===== src/rtl/mem_responder_pkg.sv =====
// -----------------------------------------------------------------------------
// mem_responder_pkg
// Shared definitions for the unified instruction/data memory responder:
//   - state_e   : responder FSM state encoding (IDLE=0, WAIT=1, RESP=2)
//   - BYTE_W    : width of one byte lane
//   - idx_width : number of word-index bits needed for a given depth
// -----------------------------------------------------------------------------
package mem_responder_pkg;

    typedef enum logic [1:0] {
        ST_IDLE = 2'd0,
        ST_WAIT = 2'd1,
        ST_RESP = 2'd2
    } state_e;

    localparam int BYTE_W = 8;

    // Word-index width; a single-word array still needs one index bit.
    function automatic int idx_width(input int depth);
        return (depth > 1) ? $clog2(depth) : 1;
    endfunction

endpackage


===== src/rtl/mem_responder_mem_array.sv =====
// -----------------------------------------------------------------------------
// mem_array
// Word-organised storage with a synchronous byte-enabled write port and an
// asynchronous read port. Contents are never reset.
//
// Ports:
//   clk_i    in   clock, rising edge
//   we_i     in   write strobe (qualified per lane by be_i)
//   be_i     in   byte enables
//   waddr_i  in   write word index
//   wdata_i  in   write data
//   raddr_i  in   read word index
//   rdata_o  out  read data (combinational from raddr_i)
// -----------------------------------------------------------------------------
module mem_array
    import mem_responder_pkg::*;
#(
    parameter  int DATA_W = 32,
    parameter  int DEPTH  = 64,
    localparam int IDX_W  = idx_width(DEPTH),
    localparam int NB     = DATA_W / BYTE_W
) (
    input  logic              clk_i,
    input  logic              we_i,
    input  logic [NB-1:0]     be_i,
    input  logic [IDX_W-1:0]  waddr_i,
    input  logic [DATA_W-1:0] wdata_i,
    input  logic [IDX_W-1:0]  raddr_i,
    output logic [DATA_W-1:0] rdata_o
);

    // One independent array per byte lane keeps each lane's write a plain
    // whole-element store.
    for (genvar gi = 0; gi < NB; gi++) begin : g_lane
        logic [BYTE_W-1:0] lane_q [DEPTH];

        always_ff @(posedge clk_i) begin
            if (we_i && be_i[gi]) begin
                lane_q[waddr_i] <= wdata_i[gi*BYTE_W +: BYTE_W];
            end
        end

        assign rdata_o[gi*BYTE_W +: BYTE_W] = lane_q[raddr_i];
    end

endmodule


===== src/rtl/mem_responder.sv =====
// -----------------------------------------------------------------------------
// mem_responder
// Memory slave for the multicycle processor. A request is captured in IDLE,
// held for WAIT_CYCLES wait states, then answered with a one-cycle RESP
// (rdy_o pulse). Reads return a whole word, writes are byte-enabled, and
// accesses whose low address bits are non-zero are flagged and suppressed.
//
// Ports:
//   clk_i    in   clock, rising edge
//   rst_i    in   asynchronous active-high reset
//   req_i    in   request valid, only sampled in IDLE
//   we_i     in   1 = write, 0 = read
//   be_i     in   byte enables (writes only)
//   addr_i   in   byte address (only the word-index bits are used)
//   wdata_i  in   write data
//   rdata_o  out  read data, valid while rdy_o = 1
//   rdy_o    out  one-cycle completion pulse
//   busy_o   out  request in flight
//   err_o    out  misaligned access, qualified by rdy_o
// -----------------------------------------------------------------------------
module mem_responder
    import mem_responder_pkg::*;
#(
    parameter int ADDR_W      = 32,
    parameter int DATA_W      = 32,
    parameter int DEPTH       = 64,
    parameter int WAIT_CYCLES = 2
) (
    input  logic                     clk_i,
    input  logic                     rst_i,
    input  logic                     req_i,
    input  logic                     we_i,
    input  logic [DATA_W/BYTE_W-1:0] be_i,
    input  logic [ADDR_W-1:0]        addr_i,
    input  logic [DATA_W-1:0]        wdata_i,
    output logic [DATA_W-1:0]        rdata_o,
    output logic                     rdy_o,
    output logic                     busy_o,
    output logic                     err_o
);

    localparam int NB        = DATA_W / BYTE_W;
    localparam int IDX_W     = idx_width(DEPTH);
    localparam int CNT_W     = (WAIT_CYCLES > 1) ? $clog2(WAIT_CYCLES) : 1;
    localparam int WAIT_LAST = (WAIT_CYCLES > 0) ? WAIT_CYCLES - 1 : 0;

    state_e             state_q, state_d;
    logic [CNT_W-1:0]   cnt_q,   cnt_d;

    // Holding registers for the accepted request. Only the index and
    // alignment bits of the address are kept; the rest wrap away.
    logic               we_q,    we_d;
    logic [NB-1:0]      be_q,    be_d;
    logic [IDX_W+1:0]   addr_q,  addr_d;
    logic [DATA_W-1:0]  wdata_q, wdata_d;

    logic               rdy_q,   rdy_d;
    logic               err_q,   err_d;
    logic [DATA_W-1:0]  rdata_q, rdata_d;

    logic               mem_we;
    logic [DATA_W-1:0]  mem_rdata;
    logic               misaligned;

    logic               unused_addr_hi;
    assign unused_addr_hi = ^addr_i[ADDR_W-1:IDX_W+2];

    // ---------------------------------------------------------------- state
    always_ff @(posedge clk_i or posedge rst_i) begin
        if (rst_i) begin
            state_q <= ST_IDLE;
            cnt_q   <= '0;
            we_q    <= 1'b0;
            be_q    <= '0;
            addr_q  <= '0;
            wdata_q <= '0;
            rdy_q   <= 1'b0;
            err_q   <= 1'b0;
            rdata_q <= '0;
        end else begin
            state_q <= state_d;
            cnt_q   <= cnt_d;
            we_q    <= we_d;
            be_q    <= be_d;
            addr_q  <= addr_d;
            wdata_q <= wdata_d;
            rdy_q   <= rdy_d;
            err_q   <= err_d;
            rdata_q <= rdata_d;
        end
    end

    // ----------------------------------------------------------- next state
    always_comb begin
        state_d = state_q;
        cnt_d   = cnt_q;
        we_d    = we_q;
        be_d    = be_q;
        addr_d  = addr_q;
        wdata_d = wdata_q;
        case (state_q)
            ST_IDLE: begin
                if (req_i) begin
                    we_d    = we_i;
                    be_d    = be_i;
                    addr_d  = addr_i[IDX_W+1:0];
                    wdata_d = wdata_i;
                    cnt_d   = '0;
                    state_d = (WAIT_CYCLES > 0) ? ST_WAIT : ST_RESP;
                end
            end
            ST_WAIT: begin
                if (cnt_q == CNT_W'(WAIT_LAST)) begin
                    cnt_d   = '0;
                    state_d = ST_RESP;
                end else begin
                    cnt_d = cnt_q + CNT_W'(1);
                end
            end
            ST_RESP: state_d = ST_IDLE;
            default: state_d = ST_IDLE;
        endcase
    end

    // -------------------------------------------------------------- outputs
    // The response is computed on the edge that enters RESP so that rdy, err
    // and rdata come straight from registers during RESP. Using the *_d
    // holding values covers the zero-wait case, where capture and entry to
    // RESP share one edge. Any write from the previous RESP has already
    // committed by then, so a following read sees it.
    always_comb begin
        misaligned = (addr_d[1:0] != 2'b00);
        rdy_d      = (state_d == ST_RESP);
        err_d      = (state_d == ST_RESP) && misaligned;
        rdata_d    = '0;
        if ((state_d == ST_RESP) && !we_d && !misaligned) begin
            rdata_d = mem_rdata;
        end
        // Writes commit at the end of RESP; misaligned writes are dropped.
        mem_we = (state_q == ST_RESP) && we_q && (addr_q[1:0] == 2'b00);
    end

    assign busy_o  = (state_q != ST_IDLE);
    assign rdy_o   = rdy_q;
    assign err_o   = err_q;
    assign rdata_o = rdata_q;

    mem_array #(
        .DATA_W (DATA_W),
        .DEPTH  (DEPTH)
    ) u_mem (
        .clk_i   (clk_i),
        .we_i    (mem_we),
        .be_i    (be_q),
        .waddr_i (addr_q[IDX_W+1:2]),
        .wdata_i (wdata_q),
        .raddr_i (addr_d[IDX_W+1:2]),
        .rdata_o (mem_rdata)
    );

endmodule


===== config.mk =====
export PLATFORM = sky130hd
export DESIGN_NAME = mem_responder
export DESIGN_NICKNAME = d
export VERILOG_FILES = /design/src/rtl/mem_responder_pkg.sv /design/src/rtl/mem_responder_mem_array.sv /design/src/rtl/mem_responder.sv
export SDC_FILE = /design/constraint.sdc
export NUM_CORES = 2
export LEC_CHECK = 0
export ABC_AREA = 1
export BUFFER_PORTS_ARGS = -buffer_cell sky130_fd_sc_hd__buf_2
export CORE_ASPECT_RATIO = 1.25
export CORE_MARGIN = 10
export CORE_UTILIZATION = 38
export CTS_CLUSTER_DIAMETER = 150
export DETAILED_ROUTE_END_ITERATION = 10
export PLACE_DENSITY = 0.55
export SYNTH_ARGS = -nofsm -noshare
export SYNTH_HDL_FRONTEND = slang
export SYNTH_SLANG_ARGS = --single-unit
export TNS_END_PERCENT = 30

===== constraint.sdc =====
create_clock -name clk_i -period 2.8 [get_ports clk_i]
set_input_delay 0.28 -clock clk_i [delete_from_list [all_inputs] [get_ports clk_i]]
set_output_delay 0.28 -clock clk_i [all_outputs]
set_load 0.02 [all_outputs]

==> qor.yml <==
sta:
  rsz0062_at_grt: "true"
  fin_crit_sh_pct: 98.3
  fin_worst_skew_ps: 30.8
  tightest_slew_ps: 1170
  timing.slew.headroom_pct: 22.0
  setup_ws_ps: 47.1
  final_hold_viol_count: 0
  max_freq_mhz: 363
  maxSlewViolCount: 0
  fin_crit_ps: 2750
  setup-violations-final: 0
pwr:
  pwr_density_cell_nw_per_um2: 1140
  p_seq_share_pct: 37.0
  leakagePower_nw: 36.1
  clkPwrFrac_pct: 24.2
  p_sw_mw: 44.8
  switching_share_pct: 38.7
  ir_drop_uv: 970
  p_comb_share_pct: 38.7
  p_int_mw: 70.9
floorplanning:
  die_x_um: 445
  initial_core_util_pct: 38.1
  num_rows: 195
  dieArea_um2: 246000
  core_um2: 225000
  chipHeight_um: 552
  io_pins: 107
synth:
  synthesis.nets: 7281
  yosysSeqAreaShare_pct: 74.0
  synth_compound_area_share_pct: 0.0787
  syn_area_um2: 85900
  synthAdderAreaFrac_pct: 0
  synthMuxAreaShare_pct: 0.485
  synth.distinct_cells: 24
  syn_area_per_cell_um2: 11.9
  synth-simple-area-share_pct: 22.7
  syn_inst: 7209
  synth_seq_cells: 2130
  synth_top_family_by_area: "simple AND/OR/NAND/NOR gates"
  yosysWarningCount: 0
  synth_xor_area_share_pct: 0
layout:
  final_cell_count_no_fill: 10900
  nNetsFinal: 7775
  drive_above_1_share_pct: 14.1
  area_growth_pct: 18.5
worst_setup_path:
  cp.required_ps: 3270
  cp_max_fo: 8
  arrival_ps: 3230
  crit_type: "reg -> reg"
  startpoint_type: "flop"
  cp-end-kind: "flop"
placement:
  io_buffer_count: 82
  gp_congestion: 0.853
  dp_slack_ps: -2.37
  hpwl_um: 167000
  dp.cells: 10400
cts:
  clk_path_buf_depth: 3
  clk_pin_slew_ps: 60
  cts_tree: "yes"
  clkSinkCount: 2130
  clkLatencyLatePin_ps: 860
  cts-buffers-inserted: 210
  htreeDepth: 4
  clock_tree.root_cell: "clkbuf_16"
drt:
  viasPerCell: 5.35
  drc: 0
  avgRoutedWirePerCell_um: 24.7
  ant_nets: 0
  firstDrtPassIters: 6
  wl_um: 268000
  drt_iter0_drc: 6176
  vias: 58000
global_route:
  grt_pass1_vias: 56400
  antenna_found_initial: 12
  track_usage_pct: 21.0
  grt_max_degree: 69
  grt-ovfl-total: 0
  grt_pass1_wl_um: 383000
job:
  maxCapViolations: 0
hold_path:
  hold_path.class: "in -> reg"
run_status:
  status: "complete, no violations"
critical path, stage by stage, from the launching register on:
cell	delay, ps
dfrtp_1	450
inv_1	130
nor3_1	150
buf_4	280
nand2_1	460
nor2_1	880
registers in the layout (all words and copies together), names as in the netlist:
register and count:
we_q 1, rdata_o 32, err_o 1, addr_q 8
cnt_q 1, be_q 4, wdata_q 32, rdy_o 1
u_mem.g_lane.lane_q 2048, state_q 2
power by group through the flow:
stage                     Clock (mW)  Combinational, mW  Sequential (mW)
final                           28.0               44.8             42.9
after CTS                       28.4               43.7             42.9
after global routing            29.6               48.4             43.0
after floorplan                    0               23.1             43.1
after detailed placement           0               43.5             43.5
after global placement             0               43.3             43.5
area by class of cell:
type	count	area, um^2
fillers	20500	124000
flip-flops and latches	2130	63600
multi-input cells	4574	20200
repair buffers	756	7390
clock buffers	287	5750
well taps	2955	3700
clock inverters	103	1020
inverters	31	133
diodes	17	42.5
cell usage in the layout (no fill, tap or decap), types with 5 or more instances in the layout:
| cell | instances |
|---|---|
| clkbuf_1 | 59 |
| clkinvlp_4 | 6 |
| buf_16 | 9 |
| buf_2 | 82 |
| edfxtp_1 | 2048 |
| clkinv_1 | 39 |
| inv_6 | 9 |
| nand2_1 | 2183 |
| dfrtp_2 | 32 |
| diode_2 | 17 |
| clkbuf_8 | 16 |
| bufinv_16 | 18 |
| nor3_1 | 17 |
| mux2_2 | 37 |
| nor2_2 | 13 |
| dlygate4sd3_1 | 44 |
| clkinv_2 | 29 |
| nand3_1 | 1958 |
| buf_12 | 120 |
| clkbuf_16 | 218 |
| inv_1 | 25 |
| dfrtp_1 | 50 |
| nor2_1 | 339 |
| nand2_2 | 6 |
| buf_4 | 491 |
| o21ai_4 | 5 |
cell families after synthesis:
family                 Yosys count
DFF                           2130
AOI/OAI and AO/OA               10
and+or+nand+nor               4525
muxes                           37
buffers and inverters          507
synthesized netlist by cell type:
library cell,number,share of area (%)
buf_2,319,1.9
dfrtp_1,82,2.4
nand2_4,1,0.013
nor3_1,17,0.099
o21ai_4,1,0.019
nor2_1,352,1.5
a21oi_1,2,0.012
nand3_2,1,0.012
edfxtp_1,2048,72
o21ai_2,1,0.010
buf_1,22,0.096
nand2_2,5,0.036
o211ai_1,1,0.0087
buf_4,6,0.052
o21ai_1,5,0.029
clkbuf_1,126,0.55
nand3_1,1960,11
inv_2,3,0.013
buf_6,3,0.039
nor2_4,1,0.013
mux2_2,37,0.49
nand2_1,2187,9.6
inv_1,28,0.12
nor4_4,1,0.025
final timing paths:
path                       slack [ps]      start                            end  cells after the start
max reg2reg                        50  addr_q[3]  u_mem.g_lane[1].lane_q[18][6]                      5
max in group asynchronous        1520      rst_i                    wdata_q[14]                      5
min in group asynchronous         570      rst_i                    wdata_q[11]                      4
min                               190    be_i[1]                        be_q[1]                      3
min reg2reg                       530    be_q[0]                        be_q[0]                      1
max                                50  addr_q[3]  u_mem.g_lane[1].lane_q[18][6]                      5
timing repair:
item / in CTS / in global routing
hold endpoints to repair: 125 / 0
pin swaps: 1 / 5
gates cloned: 0 / 8
endpoints found under the setup margin: 2 / 46
buffers inserted: 0 / 15
hold buffers: 44 / 0
gates resized for setup: 1 / 31
stage by stage:
step                util (%)  cell area (um^2)  power, mW  hold WS, ps  setup TNS, ps
floorplan                  -             85900       66.3          431              0
global placement        41.7             94000       86.7          300              0
detailed placement      41.7             94000       87.1          305          -3.53
CTS                     44.9            101000        115         34.6          -38.5
global route            45.1            102000        121          182          -82.6
finish                  45.1            102000        116          193              0
routing by layer:
| layer | track usage, % | up-vias | wire [um] |
|---|---|---|---|
| met4 | 11.9 | 4 | 16300 |
| li1 | - | 26600 | - |
| met1 | 25.5 | 28800 | 102000 |
| met2 | 35.5 | 2122 | 131000 |
| met5 | 0 | - | 17 |
| met3 | 3.55 | 551 | 17600 |
Note: power is estimated with default switching activity, not from simulation.
